===== src/rtl/l2_controller.sv =====
// l2_controller: sequencing FSM for the two-way L2 data/tag arrays (tag compare, LRU victim, writeback, allocate, refill).
// Latency: read hit responds 2 cycles after acceptance, write hit 3; a miss adds the memory wait(s) plus REFILL/COMPARE/RESPOND.
// Backpressure: one L1 request at a time, held by L1 until ready_L2_L1; memory waits are unbounded unless L2_CTRL_TIMEOUT_EN is defined.
module l2_controller #(
    parameter int TNUM_2  = 18,
    parameter int INUM_2  = 26 - TNUM_2
`ifdef L2_CTRL_TIMEOUT_EN
    ,
    parameter int TIMEOUT = 255
`endif
) (
    input  logic              clk,
    input  logic              nrst,
    input  logic              read_L1_L2,
    input  logic              write_L1_L2,
    input  logic [INUM_2-1:0] index_L1_L2,
    input  logic [1:0]        hit,
    input  logic [1:0]        dirty,
    input  logic              ready_M,
    output logic              refill,
    output logic              update,
    output logic              way,
    output logic              tag_write,
    output logic              set_dirty,
    output logic              read_L2_M,
    output logic              write_L2_M,
    output logic              ready_L2_L1,
    output logic              busy
`ifdef L2_CTRL_TIMEOUT_EN
    ,
    output logic              error
`endif
);

    localparam int SETS = 1 << INUM_2;

    typedef enum logic [2:0] {
        S_IDLE      = 3'd0,
        S_COMPARE   = 3'd1,
        S_UPDATE    = 3'd2,
        S_WRITEBACK = 3'd3,
        S_ALLOCATE  = 3'd4,
        S_REFILL    = 3'd5,
        S_RESPOND   = 3'd6
    } state_t;

    state_t            r_state;
    state_t            w_next;
    logic              r_is_write;
    logic [INUM_2-1:0] r_index;
    logic              r_victim;
    logic              r_hit_way;
    logic [SETS-1:0]   r_lru;

    logic              w_req;
    logic              w_any_hit;
    logic              w_hit_way;
    logic              w_victim;
    logic              w_tmo;

    // Request decode and way selection; a double hit is resolved to way0.
    assign w_req     = read_L1_L2 | write_L1_L2;
    assign w_any_hit = |hit;
    assign w_hit_way = ~hit[0];
    assign w_victim  = ~r_lru[r_index];

`ifdef L2_CTRL_TIMEOUT_EN
    localparam int CNT_W = ($clog2(TIMEOUT + 1) > 8) ? $clog2(TIMEOUT + 1) : 8;

    logic [CNT_W-1:0] r_tmo_cnt;
    logic             r_error;
    logic             w_mem_wait;

    assign w_mem_wait = (r_state == S_WRITEBACK) || (r_state == S_ALLOCATE);
    assign w_tmo      = w_mem_wait && !ready_M && (r_tmo_cnt == CNT_W'(TIMEOUT - 1));
    assign error      = r_error;

    // Wait counter restarts on every state entry and only advances while waiting on memory.
    always_ff @(posedge clk) begin
        if (!nrst) begin
            r_tmo_cnt <= '0;
        end else if (!w_mem_wait || (w_next != r_state)) begin
            r_tmo_cnt <= '0;
        end else begin
            r_tmo_cnt <= r_tmo_cnt + 1'b1;
        end
    end

    // Sticky timeout flag, cleared only by reset.
    always_ff @(posedge clk) begin
        if (!nrst) begin
            r_error <= 1'b0;
        end else if (w_tmo) begin
            r_error <= 1'b1;
        end
    end
`else
    assign w_tmo = 1'b0;
`endif

    // State register.
    always_ff @(posedge clk) begin
        if (!nrst) begin
            r_state <= S_IDLE;
        end else begin
            r_state <= w_next;
        end
    end

    // Request latch, hit/victim way capture and per-set LRU maintenance.
    always_ff @(posedge clk) begin
        if (!nrst) begin
            r_is_write <= 1'b0;
            r_index    <= '0;
            r_victim   <= 1'b0;
            r_hit_way  <= 1'b0;
            r_lru      <= '0;
        end else begin
            case (r_state)
                S_IDLE: begin
                    if (w_req) begin
                        r_is_write <= write_L1_L2;
                        r_index    <= index_L1_L2;
                    end
                end
                S_COMPARE: begin
                    if (w_any_hit) begin
                        r_hit_way        <= w_hit_way;
                        r_lru[r_index]   <= w_hit_way;
                    end else begin
                        r_victim  <= w_victim;
                        // A timed-out miss responds without a re-lookup; report the victim way then.
                        r_hit_way <= w_victim;
                    end
                end
                default: begin
                end
            endcase
        end
    end

    // Next-state logic and registered-state output decode.
    always_comb begin
        w_next      = r_state;
        refill      = 1'b0;
        update      = 1'b0;
        way         = 1'b0;
        tag_write   = 1'b0;
        set_dirty   = 1'b0;
        read_L2_M   = 1'b0;
        write_L2_M  = 1'b0;
        ready_L2_L1 = 1'b0;
        busy        = 1'b1;
        case (r_state)
            S_IDLE: begin
                busy = 1'b0;
                if (w_req) begin
                    w_next = S_COMPARE;
                end
            end
            S_COMPARE: begin
                if (w_any_hit) begin
                    w_next = r_is_write ? S_UPDATE : S_RESPOND;
                end else if (dirty[w_victim]) begin
                    w_next = S_WRITEBACK;
                end else begin
                    w_next = S_ALLOCATE;
                end
            end
            S_UPDATE: begin
                update    = 1'b1;
                way       = r_hit_way;
                tag_write = 1'b1;
                set_dirty = 1'b1;
                w_next    = S_RESPOND;
            end
            S_WRITEBACK: begin
                write_L2_M = 1'b1;
                way        = r_victim;
                if (ready_M) begin
                    w_next = S_ALLOCATE;
                end else if (w_tmo) begin
                    w_next = S_RESPOND;
                end
            end
            S_ALLOCATE: begin
                read_L2_M = 1'b1;
                if (ready_M) begin
                    w_next = S_REFILL;
                end else if (w_tmo) begin
                    w_next = S_RESPOND;
                end
            end
            S_REFILL: begin
                refill    = 1'b1;
                way       = r_victim;
                tag_write = 1'b1;
                w_next    = S_COMPARE;
            end
            S_RESPOND: begin
                ready_L2_L1 = 1'b1;
                way         = r_hit_way;
                w_next      = S_IDLE;
            end
            default: begin
                busy   = 1'b0;
                w_next = S_IDLE;
            end
        endcase
    end

endmodule


===== config.mk =====
export PLATFORM = sky130hd
export DESIGN_NAME = l2_controller
export DESIGN_NICKNAME = d
export VERILOG_FILES = /design/src/rtl/l2_controller.sv
export SDC_FILE = /design/constraint.sdc
export NUM_CORES = 1
export LEC_CHECK = 0
export ABC_CLOCK_PERIOD_IN_PS = 2400
export CAP_MARGIN = 20
export CORE_ASPECT_RATIO = 0.9
export CORE_MARGIN = 4
export CORE_UTILIZATION = 51
export DETAILED_ROUTE_END_ITERATION = 8
export PLACE_DENSITY = 0.67
export SLEW_MARGIN = 20
export SYNTH_ARGS = -nofsm -noshare
export SYNTH_HDL_FRONTEND = slang
export SYNTH_SLANG_ARGS = --single-unit

===== constraint.sdc =====
create_clock -name clk -period 2.4 [get_ports clk]
set_input_delay 0.72 -clock clk [delete_from_list [all_inputs] [get_ports clk]]
set_output_delay 0.72 -clock clk [all_outputs]
set_load 0.005 [all_outputs]

Word-level counts from Yosys, hierarchy flattened
Index checks and enable logic that the tools add are counted.
Storage, ports and cells
  flip-flop bits (word level): 270
  input bits: 17
Operators by class
  reductions and logical operators: 11
  mux-type cells: 23
  equality and inequality tests: 9
  magnitude comparators: 3
  bitwise logic cells: 4
Operators with widths (count)
  256-bit bitwise mux: 1
  3-bit two-way mux: 6
  3-bit one-hot mux with 6 select lines: 1
  1-bit two-way mux: 12
  3-bit equality test, second input constant: 3
  8-bit by 9-bit less-than comparator with 1-bit output, second input constant: 1
  1-bit binary-select mux with 8-bit select: 1
  1-bit demux with 8-bit select: 1
  8-bit by 1-bit >= comparator with 1-bit output, second input constant: 1
  2-bit OR reduction: 4
  3-bit by 2-bit equality test with 1-bit output, second input constant: 2
  2-bit inequality test, second input constant: 3
  2-bit AND reduction: 3
  6-bit OR reduction: 1
  3-bit by 1-bit equality test with 1-bit output, second input constant: 1
  3-bit logical NOT: 1
  1-bit inverter: 3
  3-bit AND reduction: 1
  1-bit by 2-bit less-than comparator with 1-bit output, second input constant: 1
  1-bit one-hot mux with 2 select lines: 1
  1-bit logical AND: 1
  1-bit OR: 1

Depth between registers and ports, before layout
Gate-level depths: netlist (run 1).
  depth in word-level cells: 8
  depth in mapped cells: 11
  depth with buffers taken out: 7

Worst setup path before layout (run 1)
No wires, ideal clock.
  path type: reg-to-reg
  from: register r_index[0]
  to: register r_state[1]
  data arrival time: 2.389 ns
  period minus slack after synthesis: 2.508 ns
  setup time: 0.120 ns
  stages on the path, launching flop included: 10
  path slack: -0.108 ns
  required time: 2.280 ns
  cell sequence: dfxtp_1 > buf_4 > buf_2 > mux4_2 > o22ai_1 > nor2_1 > o211ai_1 > o2111ai_2 > and3_1 > a211o_1
Between the ends
  cells in the longest elaborated chain, start to end: 7
Ends and longest elaborated chain
  start: declaration: line 50  | logic [INUM_2-1:0] r_index;
  start signal: assignment: line 123  | r_index <= index_L1_L2;
  1-bit binary-select mux with 8-bit select: line 65  | assign w_victim = ~r_lru[r_index];
  1-bit two-way mux (implied by the code): line 65
  1-bit two-way mux (implied by the code) (2 in series): line 164  | end else if (dirty[w_victim]) begin
  3-bit two-way mux: line 164
  3-bit two-way mux: line 162  | if (w_any_hit) begin
  3-bit one-hot mux with 6 select lines: line 154  | case (r_state)
  end signal: assignment: line 106  | r_state <= w_next;
  end: declaration: line 47  | state_t r_state;
No other way between the ends. The select of a mux whose other input is x is not followed.
A chain may end at the register's enable or synchronous reset.

Worst setup path after layout (run 1)
  from: register r_index[1]
  to: register r_state[1]
The elaborated chain is that of the path after synthesis.

==> results of run 1 <==
kinds of logic (layout without fill, tap and decap cells):
logic type | Yosys count | in the layout | synth area share
xor+xnor | 1 | 1 | 0.0006996
simple gates | 139 | 139 | 0.05486
compound gates | 579 | 579 | 0.3205
mux | 85 | 85 | 0.1270
buf+inv | 195 | 253 | 0.06525
flops | 270 | 270 | 0.4317
state kept, by name (all words and copies together) (netlist names):
signal	count
r_hit_way	1
r_index	8
r_is_write	1
r_lru	256
r_state	3
r_victim	1
critical path, delay by kind of cell, from the launching register on:
family / cells / cell delay [ns]
DFF: 1 / 0.42
buffers and inverters: 2 / 0.26
AOI/OAI and AO/OA: 3 / 0.73
muxes: 2 / 0.98
and+or+nand+nor: 1 / 0.22
layout by cell type (no fill, tap or decap), types with 3 or more instances in the layout:
master	instances
dfxtp_1	264
a21oi_1	263
a311oi_1	256
buf_4	135
mux4_2	57
nor2_1	30
buf_12	29
clkbuf_16	28
nor2_2	24
mux2i_1	21
nand2_1	17
clkdlybuf4s50_1	15
nor2b_1	11
nor3_2	9
o22ai_1	9
nand2b_1	8
buf_6	8
clkbuf_8	7
o21ai_0	6
a211oi_1	6
o211ai_1	6
a22oi_1	5
nand3_1	5
dlygate4sd2_1	5
and2_1	4
inv_1	4
mux2_2	4
nand3b_1	4
nor4_1	4
bufinv_16	4
clkbuf_1	4
a22oi_2	3
clkinv_2	3
dfxtp_4	3
dfxtp_2	3
power groups by stage:
| stage | Clock, uW | Combinational [uW] | Sequential (uW) |
|---|---|---|---|
| floorplan | 0 | 1970 | 4710 |
| global placement | 0 | 3170 | 4840 |
| detailed placement | 0 | 3200 | 4840 |
| CTS | 4590 | 3490 | 4700 |
| global route | 4790 | 3950 | 4710 |
| finish | 4510 | 3710 | 4700 |
per-layer routing:
metal / up-vias / global-route usage / part of all wire
met5: - / 0 / 0
li1: 5185 / - / -
met3: 51 / 0.03261 / 0.064
met1: 5331 / 0.3624 / 0.44
met2: 401 / 0.4104 / 0.47
met4: 0 / 0.05585 / 0.020
per-stage QoR:
step                        util  setup WS, ns  power (uW)  instances
after floorplan                -     0.0007454        6686       1269
after global placement    0.5754       -0.5822        8011       1557
after detailed placement  0.5754       -0.5470        8041       1557
after CTS                 0.6250       -0.2373       12780       1628
after global routing      0.6314       -0.4220       13450       1635
final                     0.6314       -0.3248       12920       1635
final cells by class:
type	count	area (sq um)
clock buffer	38	787.0
clock inverter	11	167.7
fill	1934	8916
inverter	6	30.03
multi-input combinational	804	6533
sequential	270	5420
tap	308	385.4
timing repair buffer	198	1949
path summary, 6_finish.rpt:
kind / slack [ns] / to / cells after the start
max: -0.32 / r_state[1] / 8
min: 0.51 / r_lru[108] / 2
max reg2reg: -0.32 / r_state[1] / 8
min reg2reg: 0.51 / r_lru[108] / 2
what timing repair did:
| action | CTS | global route |
|---|---|---|
| pin swaps | 7 | 11 |
| buffers inserted | 22 | 6 |
| endpoints found under the setup margin | 14 | 106 |
| gates cloned | 0 | 1 |
| resized for setup | 43 | 18 |
==> reports/metrics.yaml, run 1 <==
job:
  drv_cap: 0
sta:
  timing.final.max_slew_violations: 0
  hold_slack_ns: 0.5126
  min_period_over_period: 1.135
  rsz0062_at_grt: "yes"
  fin_ws_ns: -0.3248
  maxSlewHeadroom: 0.6268
  finalHoldViolCount: 0
  tightest_slew_ns: 0.5457
  tns_ns: -1.428
  skew_ns: 0.01025
  fmax_mhz: 367.0
  setup_viol_count_final: 5
  fin_crit_ns: 2.725
yosys:
  async_flop_share: 0
  synth_top_cell_area_share: 0.4317
  synthTopCellsByArea: "dfxtp_1 43%, a311oi_1 18%, a21oi_1 11%, mux4_2 10%, clkbuf_1 4.5%"
  synth.most_common_cell: "dfxtp_1"
  syn_avg_cell_area_sq_um: 9.868
  netlist_instances: 1269
  syn_nets: 1286
  synth_flop_cell: "dfxtp_1"
  synth_common_cells: "270 x dfxtp_1, 264 x a21oi_1, 257 x a311oi_1, 151 x clkbuf_1, 56 x mux4_2"
  synth_edf_count: 0
  ys_seq_elements: 270
  synth_area_sq_um: 12520
  synth_area_leader_cell: "dfxtp_1"
  ys_types: 55
  synth-seq-area-share: 0.4317
  yosys_warnings: 0
global_routing:
  antenna_found_initial: 0
  gr-usage-all-layers: 0.2518
  grt_pass1_vias: 10090
  grt_max_degree: 112
  grt_first_pass_wirelength_mm: 56.82
  gr-total-overflow: 0
drt:
  ant_nets: 0
  route.detailed.drc: 0
  drt_first_pass_iters: 5
  routedWlPerCell_um: 21.70
  vias: 10970
  via_per_inst: 6.708
  dr.first_iter.drc_count: 1072
  wl_mm: 35.48
power_and_ir_drop:
  power_switching_uw: 3981
  p_int_uw: 8943
  p_per_area_nw_per_um2: 846.3
  power_switching_share: 0.3080
  power_frac_seq: 0.364
  power_frac_clock: 0.349
  irDropWorstVdd_mv: 0.5948
  combPwrFrac: 0.287
  p_leak_uw: 0.004786
worst_setup_path:
  crit_path_end_kind: "register"
  worstSetupPathType: "register to register"
  crit_slowest_cell: "mux4_2"
  cp_max_fo: 6
  crit_required_ns: 2.83
  cp.arrival_ns: 3.15
  critPathLaunch: "r_index[1]"
  r2r-start: "r_index[1]"
  cp-start-kind: "register"
  critPathMaxStageDelay_ns: 0.51
  crit_path_frequent_cell: "mux4_2"
  cp_cell_sequence: "buf_8 -> buf_6 -> mux4_2 -> mux4_2 -> a211oi_4 -> o2111ai_4 -> and3_4 -> a211o_1"
cts:
  cts_tree: "done"
  htreeDepth: 1
  clk_latency_ns: 0.54
  clock_sinks: 270
  postCtsHoldBufs: 0
  cts_inserted_buffers: 27
  cts-root-buf: "clkbuf_16"
  clock_path_buffers: 3
  path_clk_slew_ns: 0.07
die:
  die_width_um: 173.2
  io_pins: 26
  dieArea_sq_um: 27130
  die_h_um: 156.7
  core_sq_um: 24190
  placementRows: 54
  start_util: 0.5177
layout:
  final_area_sq_um: 15270
  nets: 1324
  insertedDiodeCount: 0
  drive_above_1_share: 0.2653
  synthToLayoutAreaGrowth_pct: 21.96
placement:
  placed_area_sq_um: 13920
  port_buffers: 25
  hpwl_mm: 21.92
  gp_congestion: 0.8730
min_path:
  hold_start: "r_lru[108]"
  min_path_type: "register to register"
status:
  failed_checks: "setup timing"
  outcome: "finished with violations"
Power figures use the tool's default switching activity.
==> run 2, diff against run 1 <==
--- a/config.mk
+++ b/config.mk
@@ -6,7 +6,7 @@
 export NUM_CORES = 1
 export LEC_CHECK = 0
 export ABC_CLOCK_PERIOD_IN_PS = 2400
-export CAP_MARGIN = 20
+export CAP_MARGIN = 10
 export CORE_ASPECT_RATIO = 0.9
 export CORE_MARGIN = 4
 export CORE_UTILIZATION = 51
==> results of run 2 <==
Final layout, timing and power as in run 1 (identical DEF).
==> run 3, diff against run 2 <==
--- a/config.mk
+++ b/config.mk
@@ -5,10 +5,9 @@
 export SDC_FILE = /design/constraint.sdc
 export NUM_CORES = 1
 export LEC_CHECK = 0
-export ABC_CLOCK_PERIOD_IN_PS = 2400
+export ABC_CLOCK_PERIOD_IN_PS = 2200
 export CAP_MARGIN = 10
 export CORE_ASPECT_RATIO = 0.9
-export CORE_MARGIN = 4
 export CORE_UTILIZATION = 51
 export DETAILED_ROUTE_END_ITERATION = 8
 export PLACE_DENSITY = 0.67
==> constraint.sdc (replaced) <==
create_clock -name clk -period 2.2 [get_ports clk]
set_input_delay 0.66 -clock clk [delete_from_list [all_inputs] [get_ports clk]]
set_output_delay 0.66 -clock clk [all_outputs]
set_load 0.005 [all_outputs]
==> run 3 against run 2 <==
Compared with the run above: critical path depth rose by 3; flip-flop and latch count did not move; count of clock-buffer cells in the layout fell by 1; the flow still finishes with violations (setup timing); die area shrank 7.2%.
==> reports/metrics.yaml, run 3 (synthesized netlist as in run 1, its figures left out) <==
status:
  outcome: "finished with violations"
  failed_checks: "setup timing"
die:
  io_pins: 26
  dieArea_sq_um: 25180
  placementRows: 54
  core_sq_um: 24190
  die_width_um: 167.2
  start_util: 0.5177
  die_h_um: 150.7
worst_setup_path:
  r2r-start: "r_index[0]"
  r2r_end: "r_state[1]"
  crit_required_ns: 2.63
  cp-start-kind: "register"
  cp_max_fo: 7
  crit_path_end_kind: "register"
  rrSetupSlack_ns: -0.40
  r2r_cells: 11
  worstSetupPathType: "register to register"
  cp.arrival_ns: 3.03
cts:
  cts_inserted_buffers: 28
  htreeDepth: 1
  clock_sinks: 270
  postCtsHoldBufs: 0
  clk_latency_ns: 0.55
  cts-root-buf: "clkbuf_16"
  cts_tree: "done"
  clock_path_buffers: 3
  path_clk_slew_ns: 0.06
layout:
  nFillCells: 1814
  top_regs: "r_lru (256), r_index (8), r_state (3)"
  regMostFlops: "r_lru"
  largest_reg_flops: 256
  final_common_cell: "dfxtp_1"
  final_cell_mix: "264 x dfxtp_1, 259 x a21oi_1, 256 x a311oi_1, 118 x buf_4, 57 x mux4_2"
  drive_above_1_share: 0.2897
  nets: 1342
  synthToLayoutAreaGrowth_pct: 27.15
  instances_no_fill: 1655
sta:
  skew_ns: 0.01156
  fin_crit_ns: 2.598
  rsz0062_at_grt: "yes"
  fmax_mhz: 384.9
  maxSlewHeadroom: 0.5114
  tightest_slew_ns: 0.7329
  finalHoldViolCount: 0
  timing.final.max_slew_violations: 0
  setup_viol_count_final: 7
  fin_ws_ns: -0.3980
  min_period_over_period: 1.181
power_and_ir_drop:
  combPwrFrac: 0.323
  power_uw: 14670
  power_switching_share: 0.3161
  p_leak_uw: 0.004997
  power_switching_uw: 4637
  p_int_uw: 10030
  power_frac_seq: 0.351
  p_per_area_nw_per_um2: 921.4
  power_frac_clock: 0.325
  irDropWorstVdd_mv: 0.7421
drt:
  vias: 11210
  via_per_inst: 6.772
  dr.first_iter.drc_count: 1163
  route.detailed.drc: 0
  routedWlPerCell_um: 22.68
  wl_mm: 37.53
  drt_first_pass_iters: 5
  ant_nets: 0
global_routing:
  gr-usage-all-layers: 0.2857
  antenna_found_initial: 1
  grt_first_pass_wirelength_mm: 57.76
  grt_max_degree: 145
  gr-total-overflow: 0
  grt_pass1_vias: 10240
min_path:
  hold_start: "r_hit_way"
  min_path_type: "register to register"
  whs_path_depth: 2
  worstHoldEndpoint: "r_hit_way"
placement:
  hpwl_mm: 22.18
  gp_congestion: 0.8247
  dp_slack_ns: -0.5134
  dpl.cell_count: 1566
  port_buffers: 25
job:
  drv_cap: 0
run 3: changes by cell type in the layout (fill, tap and decap cells not counted), sizes merged:
cell / before / now
buf: 175 / 190
bufinv: 4 / 2
clkbuf: 39 / 42
clkdlybuf4s15: 2 / 0
clkinv: 4 / 9
diode: 0 / 1
run 3: worst max-delay path, cell delays in order, from the launching register on:
cell	delay [ns]
dfxtp_4	0.38
buf_12	0.13
buf_12	0.14
buf_8	0.14
buf_4	0.15
mux4_2	0.32
nor2_1	0.04
or3_4	0.39
a31o_4	0.28
o2111ai_4	0.11
a21oi_1	0.11
a211o_1	0.29
run 3: worst max-delay path by stage:
| stage | from | endpoint | slack, ns | cells past startpoint |
|---|---|---|---|---|
| finish | r_index[0] | r_state[1] | -0.40 | 11 |
| global route | r_index[0] | r_state[1] | -0.45 | 11 |
| CTS | r_index[0] | r_state[1] | -0.40 | 10 |
| detailed placement | r_index[0] | r_state[1] | -0.51 | 9 |
| global placement | r_index[0] | r_state[1] | -0.53 | 8 |
| floorplan | r_index[1] | r_state[1] | -0.19 | 7 |
run 3: through the flow:
step	hold slack [ns]	cell area, sq um	util	setup TNS (ns)
2_1_floorplan	0.4456	12550	-	-0.3858
3_3_place_gp	0.4674	14200	0.5871	-53.21
3_5_place_dp	0.4665	14200	0.5871	-67.00
4_1_cts	0.4791	15570	0.6436	-1.614
5_1_grt	0.4996	15920	0.6582	-3.292
6_report	0.4778	15920	0.6582	-1.628
run 3: repair_timing:
action | in CTS | in global routing
cloned | 0 | 5
pin swaps | 19 | 30
setup endpoints to repair | 14 | 233
resized for setup | 76 | 40
setup buffers | 23 | 9
run 3: area by class of cell:
type / count / area (sq um) / area share
Timing Repair Buffer: 215 / 2450 / 0.1539
Multi-Input combinational cell: 804 / 6699 / 0.4207
Tap cell: 308 / 385.4 / 0.02420
Clock inverter: 14 / 133.9 / 0.008409
Clock buffer: 37 / 795.8 / 0.04998
Inverter: 6 / 30.03 / 0.001886
Antenna cell: 1 / 2.502 / 0.0001572
Sequential cell: 270 / 5425 / 0.3407
run 3: layer usage:
layer  global-route usage  wire length [um]  share of wire
met4              0.08303               966          0.026
met1               0.3991             16390           0.44
met5                    0                 0              0
met3              0.04706              2720          0.072
met2               0.4569             17450           0.47
run 3: power by group through the flow:
stage | sequential (uW) | clock, uW | combinational [uW]
finish | 5150 | 4770 | 4740
global route | 5170 | 5030 | 4990
CTS | 5140 | 4810 | 4200
detailed placement | 5280 | 0 | 3660
global placement | 5280 | 0 | 3630
floorplan | 5140 | 0 | 2160
